## config.mk

```make
export PLATFORM = sky130hd
export DESIGN_NAME = qspi_flash_responder_flat
export DESIGN_NICKNAME = d
export VERILOG_FILES = /design/src/rtl/qspi_flash_responder_pkg.sv /design/src/rtl/qspi_flash_responder_if.sv /design/src/rtl/qspi_flash_responder_sync.sv /design/src/rtl/qspi_flash_responder.sv /design/src/flat_wrapper.sv
export SDC_FILE = /design/constraint.sdc
export NUM_CORES = 1
export LEC_CHECK = 0
export CORE_MARGIN = 5
export CORE_UTILIZATION = 56
export CTS_BUF_LIST = sky130_fd_sc_hd__clkbuf_8
export CTS_CLUSTER_SIZE = 14
export DETAILED_ROUTE_END_ITERATION = 8
export PLACE_DENSITY = 0.8
export SYNTH_ARGS = -nofsm -noshare
export SYNTH_HDL_FRONTEND = slang
export SYNTH_SLANG_ARGS = --single-unit
```

## constraint.sdc

```tcl
create_clock -name clk_i -period 2.4 [get_ports clk_i]
set_input_delay 0.6 -clock clk_i [delete_from_list [all_inputs] [get_ports clk_i]]
set_output_delay 0.6 -clock clk_i [all_outputs]
set_load 0.02 [all_outputs]
```

## src/rtl/qspi_flash_responder_pkg.sv

```systemverilog
// qspi_resp_pkg: states and protocol constants shared by the QSPI flash responder.
package qspi_resp_pkg;
    typedef enum logic [2:0] {IDLE, CMD, ADDR, DUMMY, DATA, IGNORE} state_t;
    localparam logic [7:0] CMD_READ = 8'h03;
    localparam logic [7:0] CMD_QREAD = 8'h6B;
    localparam int DUMMY_CYCLES = 8;
    localparam int FLASH_ADDR_BITS = 24;
endpackage

```

## src/rtl/qspi_flash_responder_if.sv

```systemverilog
// qspi_flash_responder_if: QSPI pad signals plus the byte-wide memory read port of the responder.
interface qspi_flash_responder_if #(parameter int ADDR_W = 24);
    logic qsclk_i;
    logic qcs_i;
    logic [3:0] qsd_i;
    logic [3:0] qsd_o;
    logic [3:0] qsd_oe_o;
    logic mem_req_o;
    logic [ADDR_W-1:0] mem_addr_o;
    logic [7:0] mem_rdata_i;
    logic busy_o;
    modport slave (
        input qsclk_i, qcs_i, qsd_i, mem_rdata_i,
        output qsd_o, qsd_oe_o, mem_req_o, mem_addr_o, busy_o
    );
    modport master (
        output qsclk_i, qcs_i, qsd_i, mem_rdata_i,
        input qsd_o, qsd_oe_o, mem_req_o, mem_addr_o, busy_o
    );
endinterface

```

## src/rtl/qspi_flash_responder_sync.sv

```systemverilog
// qspi_resp_sync: 2-flop synchronizer with a third register for edge detection.
module qspi_resp_sync #(
    parameter logic RST_VAL = 1'b0
) (
    input  logic clk,
    input  logic rst_n,
    input  logic d,
    output logic level,
    output logic rise,
    output logic fall
);
    logic [2:0] s;
    always_ff @(posedge clk or negedge rst_n) begin
        if (!rst_n) s <= {3{RST_VAL}};
        else s <= {s[1:0], d};
    end
    assign level = s[1];
    assign rise = s[1] & ~s[2];
    assign fall = ~s[1] & s[2];
endmodule

```

## src/rtl/qspi_flash_responder.sv

```systemverilog
// qspi_flash_responder: serves QSPI flash READ commands from a byte-wide synchronous memory.
// Define QSPI_RESP_QUAD_EN to add the 0x6B quad-output read with its dummy phase.
module qspi_flash_responder
    import qspi_resp_pkg::*;
#(
    parameter int ADDR_W = 24
) (
    input logic clk_i,
    input logic rst_ni,
    qspi_flash_responder_if.slave bus
);
    logic sck_rise, sck_fall, sck_lvl_unused, cs_lvl, cs_rise, cs_fall;
    logic sck_r, sck_f, sd_meta, sd;
    state_t state, state_n;
    logic [4:0] cnt, cnt_n;
    logic [23:0] sr, sr_n, sin;
    logic [ADDR_W-1:0] addr, addr_n, maddr_n;
    logic [7:0] dsr, dsr_n, pf, pf_n;
    logic to_pf, to_pf_n, rd_vld, req_n, last;
    logic [3:0] qo_n, oe_n;
`ifdef QSPI_RESP_QUAD_EN
    logic quad, quad_n;
`endif

    qspi_resp_sync u_sck (.clk(clk_i), .rst_n(rst_ni), .d(bus.qsclk_i),
                          .level(sck_lvl_unused), .rise(sck_rise), .fall(sck_fall));
    qspi_resp_sync #(.RST_VAL(1'b1)) u_cs (.clk(clk_i), .rst_n(rst_ni), .d(bus.qcs_i),
                                           .level(cs_lvl), .rise(cs_rise), .fall(cs_fall));

    // cs_lvl is already high in the cycle a qcs rise is seen, so that qsclk edge is dropped
    assign sck_r = sck_rise & ~cs_lvl;
    assign sck_f = sck_fall & ~cs_lvl;
    assign sin = {sr[22:0], sd};
    assign bus.busy_o = state != IDLE;

    always_ff @(posedge clk_i or negedge rst_ni) begin
        if (!rst_ni) begin
            sd_meta <= 1'b0;
            sd <= 1'b0;
            state <= IDLE;
            cnt <= '0;
            sr <= '0;
            addr <= '0;
            dsr <= '0;
            pf <= '0;
            to_pf <= 1'b0;
            rd_vld <= 1'b0;
            bus.qsd_o <= '0;
            bus.qsd_oe_o <= '0;
            bus.mem_req_o <= 1'b0;
            bus.mem_addr_o <= '0;
        end else begin
            sd_meta <= bus.qsd_i[0];
            sd <= sd_meta;
            state <= state_n;
            cnt <= cnt_n;
            sr <= sr_n;
            addr <= addr_n;
            dsr <= dsr_n;
            pf <= pf_n;
            to_pf <= to_pf_n;
            rd_vld <= bus.mem_req_o & ~cs_rise;
            bus.qsd_o <= qo_n;
            bus.qsd_oe_o <= oe_n;
            bus.mem_req_o <= req_n;
            bus.mem_addr_o <= maddr_n;
        end
    end

`ifdef QSPI_RESP_QUAD_EN
    always_ff @(posedge clk_i or negedge rst_ni) begin
        if (!rst_ni) quad <= 1'b0;
        else quad <= quad_n;
    end
`endif

    always_comb begin
        state_n = state;
        cnt_n = cnt;
        sr_n = sr;
        addr_n = addr;
        dsr_n = dsr;
        pf_n = pf;
        to_pf_n = to_pf;
        req_n = 1'b0;
        maddr_n = bus.mem_addr_o;
        qo_n = bus.qsd_o;
        oe_n = bus.qsd_oe_o;
        last = 1'b0;
`ifdef QSPI_RESP_QUAD_EN
        quad_n = quad;
`endif
        // read data arrives one cycle after the strobe; to_pf says where it belongs
        if (rd_vld) begin
            if (to_pf) pf_n = bus.mem_rdata_i;
            else dsr_n = bus.mem_rdata_i;
        end
        if (cs_rise) begin
            state_n = IDLE;
            cnt_n = '0;
            qo_n = '0;
            oe_n = '0;
        end else begin
            case (state)
                IDLE: begin
                    cnt_n = '0;
                    if (cs_fall) state_n = CMD;
                end
                CMD: if (sck_r) begin
                    sr_n = sin;
                    cnt_n = cnt + 5'd1;
                    if (cnt == 5'd7) begin
                        cnt_n = '0;
`ifdef QSPI_RESP_QUAD_EN
                        quad_n = sin[7:0] == CMD_QREAD;
                        state_n = (sin[7:0] == CMD_READ || quad_n) ? ADDR : IGNORE;
`else
                        state_n = sin[7:0] == CMD_READ ? ADDR : IGNORE;
`endif
                    end
                end
                ADDR: if (sck_r) begin
                    sr_n = sin;
                    cnt_n = cnt + 5'd1;
                    if (cnt == 5'(FLASH_ADDR_BITS - 1)) begin
                        cnt_n = '0;
                        addr_n = sin[ADDR_W-1:0];
                        maddr_n = sin[ADDR_W-1:0];
                        req_n = 1'b1;
                        to_pf_n = 1'b0;
`ifdef QSPI_RESP_QUAD_EN
                        state_n = quad ? DUMMY : DATA;
`else
                        state_n = DATA;
`endif
                    end
                end
`ifdef QSPI_RESP_QUAD_EN
                DUMMY: if (sck_r) begin
                    cnt_n = cnt + 5'd1;
                    if (cnt == 5'(DUMMY_CYCLES - 1)) begin
                        cnt_n = '0;
                        state_n = DATA;
                    end
                end
`endif
                DATA: if (sck_f) begin
                    // launching a byte's first beat fetches the following byte into pf
                    if (cnt == 5'd0) begin
                        addr_n = addr + 1'b1;
                        maddr_n = addr_n;
                        req_n = 1'b1;
                        to_pf_n = 1'b1;
                    end
`ifdef QSPI_RESP_QUAD_EN
                    if (quad) begin
                        qo_n = dsr[7:4];
                        oe_n = 4'b1111;
                        dsr_n = {dsr[3:0], 4'h0};
                        last = cnt == 5'd1;
                    end else
`endif
                    begin
                        qo_n = {2'b00, dsr[7], 1'b0};
                        oe_n = 4'b0010;
                        dsr_n = {dsr[6:0], 1'b0};
                        last = cnt == 5'd7;
                    end
                    if (last) begin
                        cnt_n = '0;
                        dsr_n = pf;
                    end else cnt_n = cnt + 5'd1;
                end
                default: ;
            endcase
        end
    end
endmodule

```

## src/flat_wrapper.sv

```systemverilog
// flat-port wrapper written by rule: the top's interface ports become plain ports
module qspi_flash_responder_flat import qspi_resp_pkg::*;
#(
    parameter int ADDR_W = 24
)
  (clk_i, rst_ni, bus_qsclk_i, bus_qcs_i, bus_qsd_i, bus_mem_rdata_i, bus_qsd_o, bus_qsd_oe_o, bus_mem_req_o, bus_mem_addr_o, bus_busy_o);
  qspi_flash_responder_if #(.ADDR_W(ADDR_W)) bus_i ();
  input logic clk_i;
  input logic rst_ni;
  input wire logic [$bits(bus_i.qsclk_i)-1:0] bus_qsclk_i;
  input wire logic [$bits(bus_i.qcs_i)-1:0] bus_qcs_i;
  input wire logic [$bits(bus_i.qsd_i)-1:0] bus_qsd_i;
  input wire logic [$bits(bus_i.mem_rdata_i)-1:0] bus_mem_rdata_i;
  output wire logic [$bits(bus_i.qsd_o)-1:0] bus_qsd_o;
  output wire logic [$bits(bus_i.qsd_oe_o)-1:0] bus_qsd_oe_o;
  output wire logic [$bits(bus_i.mem_req_o)-1:0] bus_mem_req_o;
  output wire logic [$bits(bus_i.mem_addr_o)-1:0] bus_mem_addr_o;
  output wire logic [$bits(bus_i.busy_o)-1:0] bus_busy_o;
  assign bus_i.qsclk_i = bus_qsclk_i;
  assign bus_i.qcs_i = bus_qcs_i;
  assign bus_i.qsd_i = bus_qsd_i;
  assign bus_i.mem_rdata_i = bus_mem_rdata_i;
  assign bus_qsd_o = bus_i.qsd_o;
  assign bus_qsd_oe_o = bus_i.qsd_oe_o;
  assign bus_mem_req_o = bus_i.mem_req_o;
  assign bus_mem_addr_o = bus_i.mem_addr_o;
  assign bus_busy_o = bus_i.busy_o;
  qspi_flash_responder #(.ADDR_W(ADDR_W)) u_core (.clk_i(clk_i), .rst_ni(rst_ni), .bus(bus_i));
endmodule
```

# After elaboration in Yosys (flattened, before gate mapping)
# Cells that the tools add are included.
# classes
addsub	2
eq_ne	16
muxes	43
n_bitwise	12
reduce_logical	15
# ops
operator	n
24-bit 2-to-1 mux	4
8-bit 2-to-1 mux	6
24-bit case mux with 2 select lines	1
5-bit 2-to-1 mux	6
24-bit by 1-bit adder with 24-bit output (second input constant)	1
4-bit 2-to-1 mux	6
3-bit 2-to-1 mux	7
5-bit case mux with 4 select lines	1
3-bit by 1-bit inequality test with 1-bit output (second input constant)	6
6-bit AND reduction	2
1-bit 2-to-1 mux	9
3-bit case mux with 3 select lines	1
8-bit by 2-bit equality test with 1-bit output (second input constant)	1
2-bit by 1-bit inequality test with 1-bit output (second input constant)	4
1-bit bitwise AND	7
2-bit nonzero test	3
5-bit by 1-bit adder with 5-bit output (second input constant)	1
5-bit by 3-bit equality test with 1-bit output (second input constant)	1
5-bit equality test (second input constant)	1
5-bit logical NOT	1
1-bit inverter	5
5-bit nonzero test	1
1-bit case mux with 2 select lines	2
2-bit AND reduction	2
9 further kinds	9
# word_totals
ff_bits	90
input_bits	16
output_inout_bits	34

# Depth between registers and ports, before layout
# logic_depth
depth_word	6
depth_mapped	8

# By module
# From an unflattened synthesis, not the netlist that was laid out.
# unflattened
hier_cells	419
area_unflattened_um2	4232.8
# modules_own_cells
mod	instances	cells_per_inst	area_per_inst_um2	seq_area_each_um2
qspi_flash_responder	1	409	4048.9	1951.9
qspi_resp_sync at u_core.u_cs	1	5	93.8	78.8
qspi_resp_sync at u_core.u_sck	1	5	90.1	75.1

# Least setup slack after synthesis
# Ideal clock, no wire load.
# synth_path
path_type	reg-to-reg
from	reg, netlist name u_core.bus.mem_addr_o[3]
to	reg u_core.bus.mem_addr_o[20]
setup_time_ns	0.132
t_arrival_ns	1.773
path_slack_ns	0.495
stages_incl_launch_ff	7
period_less_slack_ns	1.905
cell_sequence	dfrtp_1 > buf_2 > nand4_1 > or4_1 > buf_2 > o32ai_1 > a211oi_1
# synth_lines
element	line	rtl
end signal, assigned	qspi_flash_responder.sv:66	bus.mem_addr_o <= maddr_n;
end, declared	qspi_flash_responder_if.sv:14	output qsd_o, qsd_oe_o, mem_req_o, mem_addr_o, busy_o

# Worst setup path in the final report
# layout_path
from	reg u_core.state[0]
to	out bus_busy_o
# layout_between
elab_chain_cells	1
# layout_lines
element	line	rtl
start, declared	qspi_flash_responder.sv:14	state_t state, state_n;
start signal, assigned	qspi_flash_responder.sv:55	state <= state_n;
3-bit nonzero test	qspi_flash_responder.sv:34	assign bus.busy_o = state != IDLE;
end, declared	flat_wrapper.sv:18	output wire logic [$bits(bus_i.busy_o)-1:0] bus_busy_o;
# Every way passes these cells.

==> flow_summary_export.csv <==
group,metric,value,unit
sta,fin_tns_setup,0,ns
clock_tree,cts_max_level,3,
sta,finalCriticalPeriod,2.30,ns
placement,hpwlAfterDp,7050,um
floorplan,io_pins,50,
drt,via_per_inst,6.40,
power,cellPowerDensity,856,nW/um^2
placement,portBuffers,40,
drt,via_count,3621,
yosys,syn_inst,416,
worst_setup_path,cp-start-kind,"flop",
worst_setup_path,worst_ep_required_time,1.80,ns
drt,drc,0,
status,status,"complete, no violations",
floorplan,start_util,0.570,
sta,setup_violations,0,
placement,gp_congestion,0.862,
grt,grt_max_degree,40,
cells_and_area,finalNonFillerCells,566,
run,cap_viol_max_count,0,
yosys,ys_types,62,
drt,avgRoutedWirePerCell,18.2,um
worst_setup_path,crit_type,"reg2out",
sta,slew_headroom,0.610,
floorplan,die_h,98.5,um
clock_tree,clk_pin_slew,0.10,ns
sta,max_slew.worst_pin.slew,0.585,ns
floorplan,num_rows,32,
grt,grt_use_total,0.215,
floorplan,die_x,98.5,um
worst_setup_path,worst-path-stages,3,
sta,holdWs,0.186,ns
worst_setup_path,r2r_cells,7,
clock_tree,cts_resized,1,
yosys,syn_area,4380,um^2
drt,drtIter0Drc,252,
clock_tree,hold_buffers,0,
drt,met1_length,4510,um
yosys,synth_edf_count,0,
sta,clock_skew,0.0147,ns
placement,dp_cells,550,
worst_setup_path,crit_path_end_kind,"output port",
sta,rsz0062_at_grt,"no",
drt,wirelength,10300,um
worst_setup_path,slowest_delay,0.60,ns
cells_and_area,area_delta_synth_final,17.4,%
clock_tree,clock_sink_count,84,
grt,grt_pass1_vias,3524,
drt,met3WireLength,658,um
floorplan,dieArea,9700,um^2
clock_tree,clockRootBuffer,"clkbuf_8",
drt,ant_nets,0,
drt,drt_first_pass_iters,5,
clock_tree,cts_setup_buffers,0,
drt,dr_wl_met2,4920,um
worst_setup_path,crit_family,"buffers and inverters",
grt,overflow,0,
yosys,yosys-top-cells-count,"dfrtp_1, mux2_2, nand3_1",
grt,antenna_found_initial,0,
worst_setup_path,regToRegSetupSlack,0.27,ns
sta,finalHoldViolations,0,
cells_and_area,nNetsFinal,478,
yosys,synth_top_cell_by_area,"dfrtp_1",
worst_setup_path,worst-path-buf-inv,1,
power,ir_worst_vdd,0.510,mV
worst_setup_path,rr_endpoint,"u_core.bus.mem_addr_o[9]$_DFFE_PN0P_",
power,p_leak,2.20,nW
clock_tree,clock_latency,0.37,ns
worst_setup_path,regToRegStartpoint,"u_core.cnt[0]$_DFFE_PN0P_",
hold_path,hp-class,"in2async",
sta,finalMaxSlewViolations,0,
worst_setup_path,worst-path-max-fanout,10,
clock_tree,cts_buffer_depth,2,
cells_and_area,layout-drive-gt1-share,0.164,
yosys,ys_warn_count,0,
yosys,syn_area_per_cell,10.5,um^2
yosys,yosysTopAreaCellShare,0.462,
yosys,yosysMostFrequentCell,"dfrtp_1",
worst_setup_path,crit_arrival,1.70,ns
clock_tree,cts_tree,"built",
sta,clock.fmax,434,MHz
worst_setup_path,path_cells,"nor2_4 > nand2_1 > clkdlybuf4s50_1",
yosys,yosys-top-cells-area,"dfrtp_1, mux2_2, nand3_1, a211oi_1, a21oi_1",
yosys,postSynth.asyncResetShare,1.00,
sta,finalCritPeriodShare,0.960,
clock_tree,cts_buffers,9,
drt,top_layer,"met4",
cells_and_area,insertedDiodeCount,0,
yosys,ys.flop_type,"dfrtp_1",
yosys,yosysSeqAreaShare,0.480,
yosys,ys_ff_latch,84,
worst_setup_path,cp_slowest_cell,"clkdlybuf4s50_1",
grt,grt_pass1_wl,17000,um
floorplan,core_area,7690,um^2
## layer usage
layer | global-route usage | vias to the layer above
met3 | 0.0460 | 20
li1 | - | 1679
met1 | 0.284 | 1785
met2 | 0.346 | 137
met5 | 0 | -
met4 | 0.0924 | 0
## registers in the layout, indices dropped and copies added, names as in the netlist
signal                 flops
u_core.bus.mem_addr_o     24
u_core.bus.mem_req_o       1
u_core.bus.qsd_o           1
u_core.bus.qsd_oe_o        1
u_core.cnt                 5
u_core.dsr                 8
u_core.pf                  8
u_core.rd_vld              1
u_core.sd                  1
u_core.sd_meta             1
u_core.sr                 23
u_core.state               3
u_core.to_pf               1
u_core.u_cs.s              3
u_core.u_sck.s             3
## cells by family (layout without fill, tap and decap cells)
group,Yosys count,in the layout,share of synthesized area
AOI/OAI and AO/OA,115,115,0.184
and+or+nand+nor,130,130,0.177
DFF,84,84,0.480
other,1,6,0.000856
adders and majority gates,3,3,0.00857
buffers and inverters,41,84,0.0445
muxes,40,40,0.100
xor gates and xnor gates,2,2,0.00400
## power by group
group | internal [W] | switching, W | leakage, nW
clock | 0.000497 | 0.000561 | 0.0984
sequential | 0.00168 | 0.000345 | 1.10
combinational | 0.000645 | 0.000671 | 0.997
total | 0.00282 | 0.00158 | 2.20
## through the flow
stage                util  power, W  area, um^2  setup WS, ns
floorplan               -   0.00277        4400         0.495
global placement    0.641   0.00331        4930         0.360
detailed placement  0.641   0.00336        4930         0.306
CTS                 0.668   0.00442        5140       0.00540
global route        0.669   0.00464        5140        0.0336
finish              0.669   0.00440        5140        0.0960
## worst register-to-register path, stage by stage, from the launching register on
cell,delay [ns]
dfrtp_1,0.42
inv_1,0.09
ha_1,0.14
nor4b_1,0.37
nand3_1,0.18
and2_1,0.25
inv_2,0.29
o2bb2a_1,0.26
## how the worst max path moves through the flow
stage	startpoint	to	slack [ns]
2_1_floorplan	u_core.bus.mem_addr_o[3]$_DFFE_PN0P_	u_core.bus.mem_addr_o[20]$_DFFE_PN0P_	0.49
3_3_place_gp	u_core.cnt[0]$_DFFE_PN0P_	u_core.bus.mem_addr_o[13]$_DFFE_PN0P_	0.36
3_5_place_dp	u_core.cnt[0]$_DFFE_PN0P_	u_core.bus.mem_addr_o[2]$_DFFE_PN0P_	0.31
4_1_cts	u_core.state[2]$_DFFE_PN0P_	bus_busy_o	0.005
5_1_grt	u_core.state[0]$_DFFE_PN0P_	bus_busy_o	0.03
6_report	u_core.state[0]$_DFFE_PN0P_	bus_busy_o	0.1
## layout make-up
| cell class | instances | area (um^2) |
|---|---|---|
| Multi-Input combinational cell | 296 | 2110 |
| Sequential cell | 84 | 2110 |
| Clock inverter | 7 | 82.6 |
| Clock buffer | 9 | 124 |
| Tap cell | 102 | 128 |
| Inverter | 8 | 30.0 |
| Timing Repair Buffer | 60 | 561 |
| Fill cell | 599 | 2540 |
## layout by cell type, fill, tap and decap left out, types with 4 or more instances in the layout
cell,instances
conb_1,6
a2bb2oi_1,4
mux2i_1,9
and3_1,7
nor4_1,8
mux2_2,26
nand4_1,11
a22oi_1,6
nand3_1,23
a31oi_1,10
clkbuf_8,9
clkdlybuf4s50_1,39
and4_1,5
o2bb2a_1,5
mux2_1,5
nor2b_1,11
nor2_1,13
buf_4,20
o22ai_1,13
a211oi_1,15
a21oi_1,18
nand2_1,16
nor3_1,11
inv_1,7
and2_1,7
o21ai_0,7
o2bb2ai_1,4
dfrtp_1,80
Power figures use the tool's default switching activity.
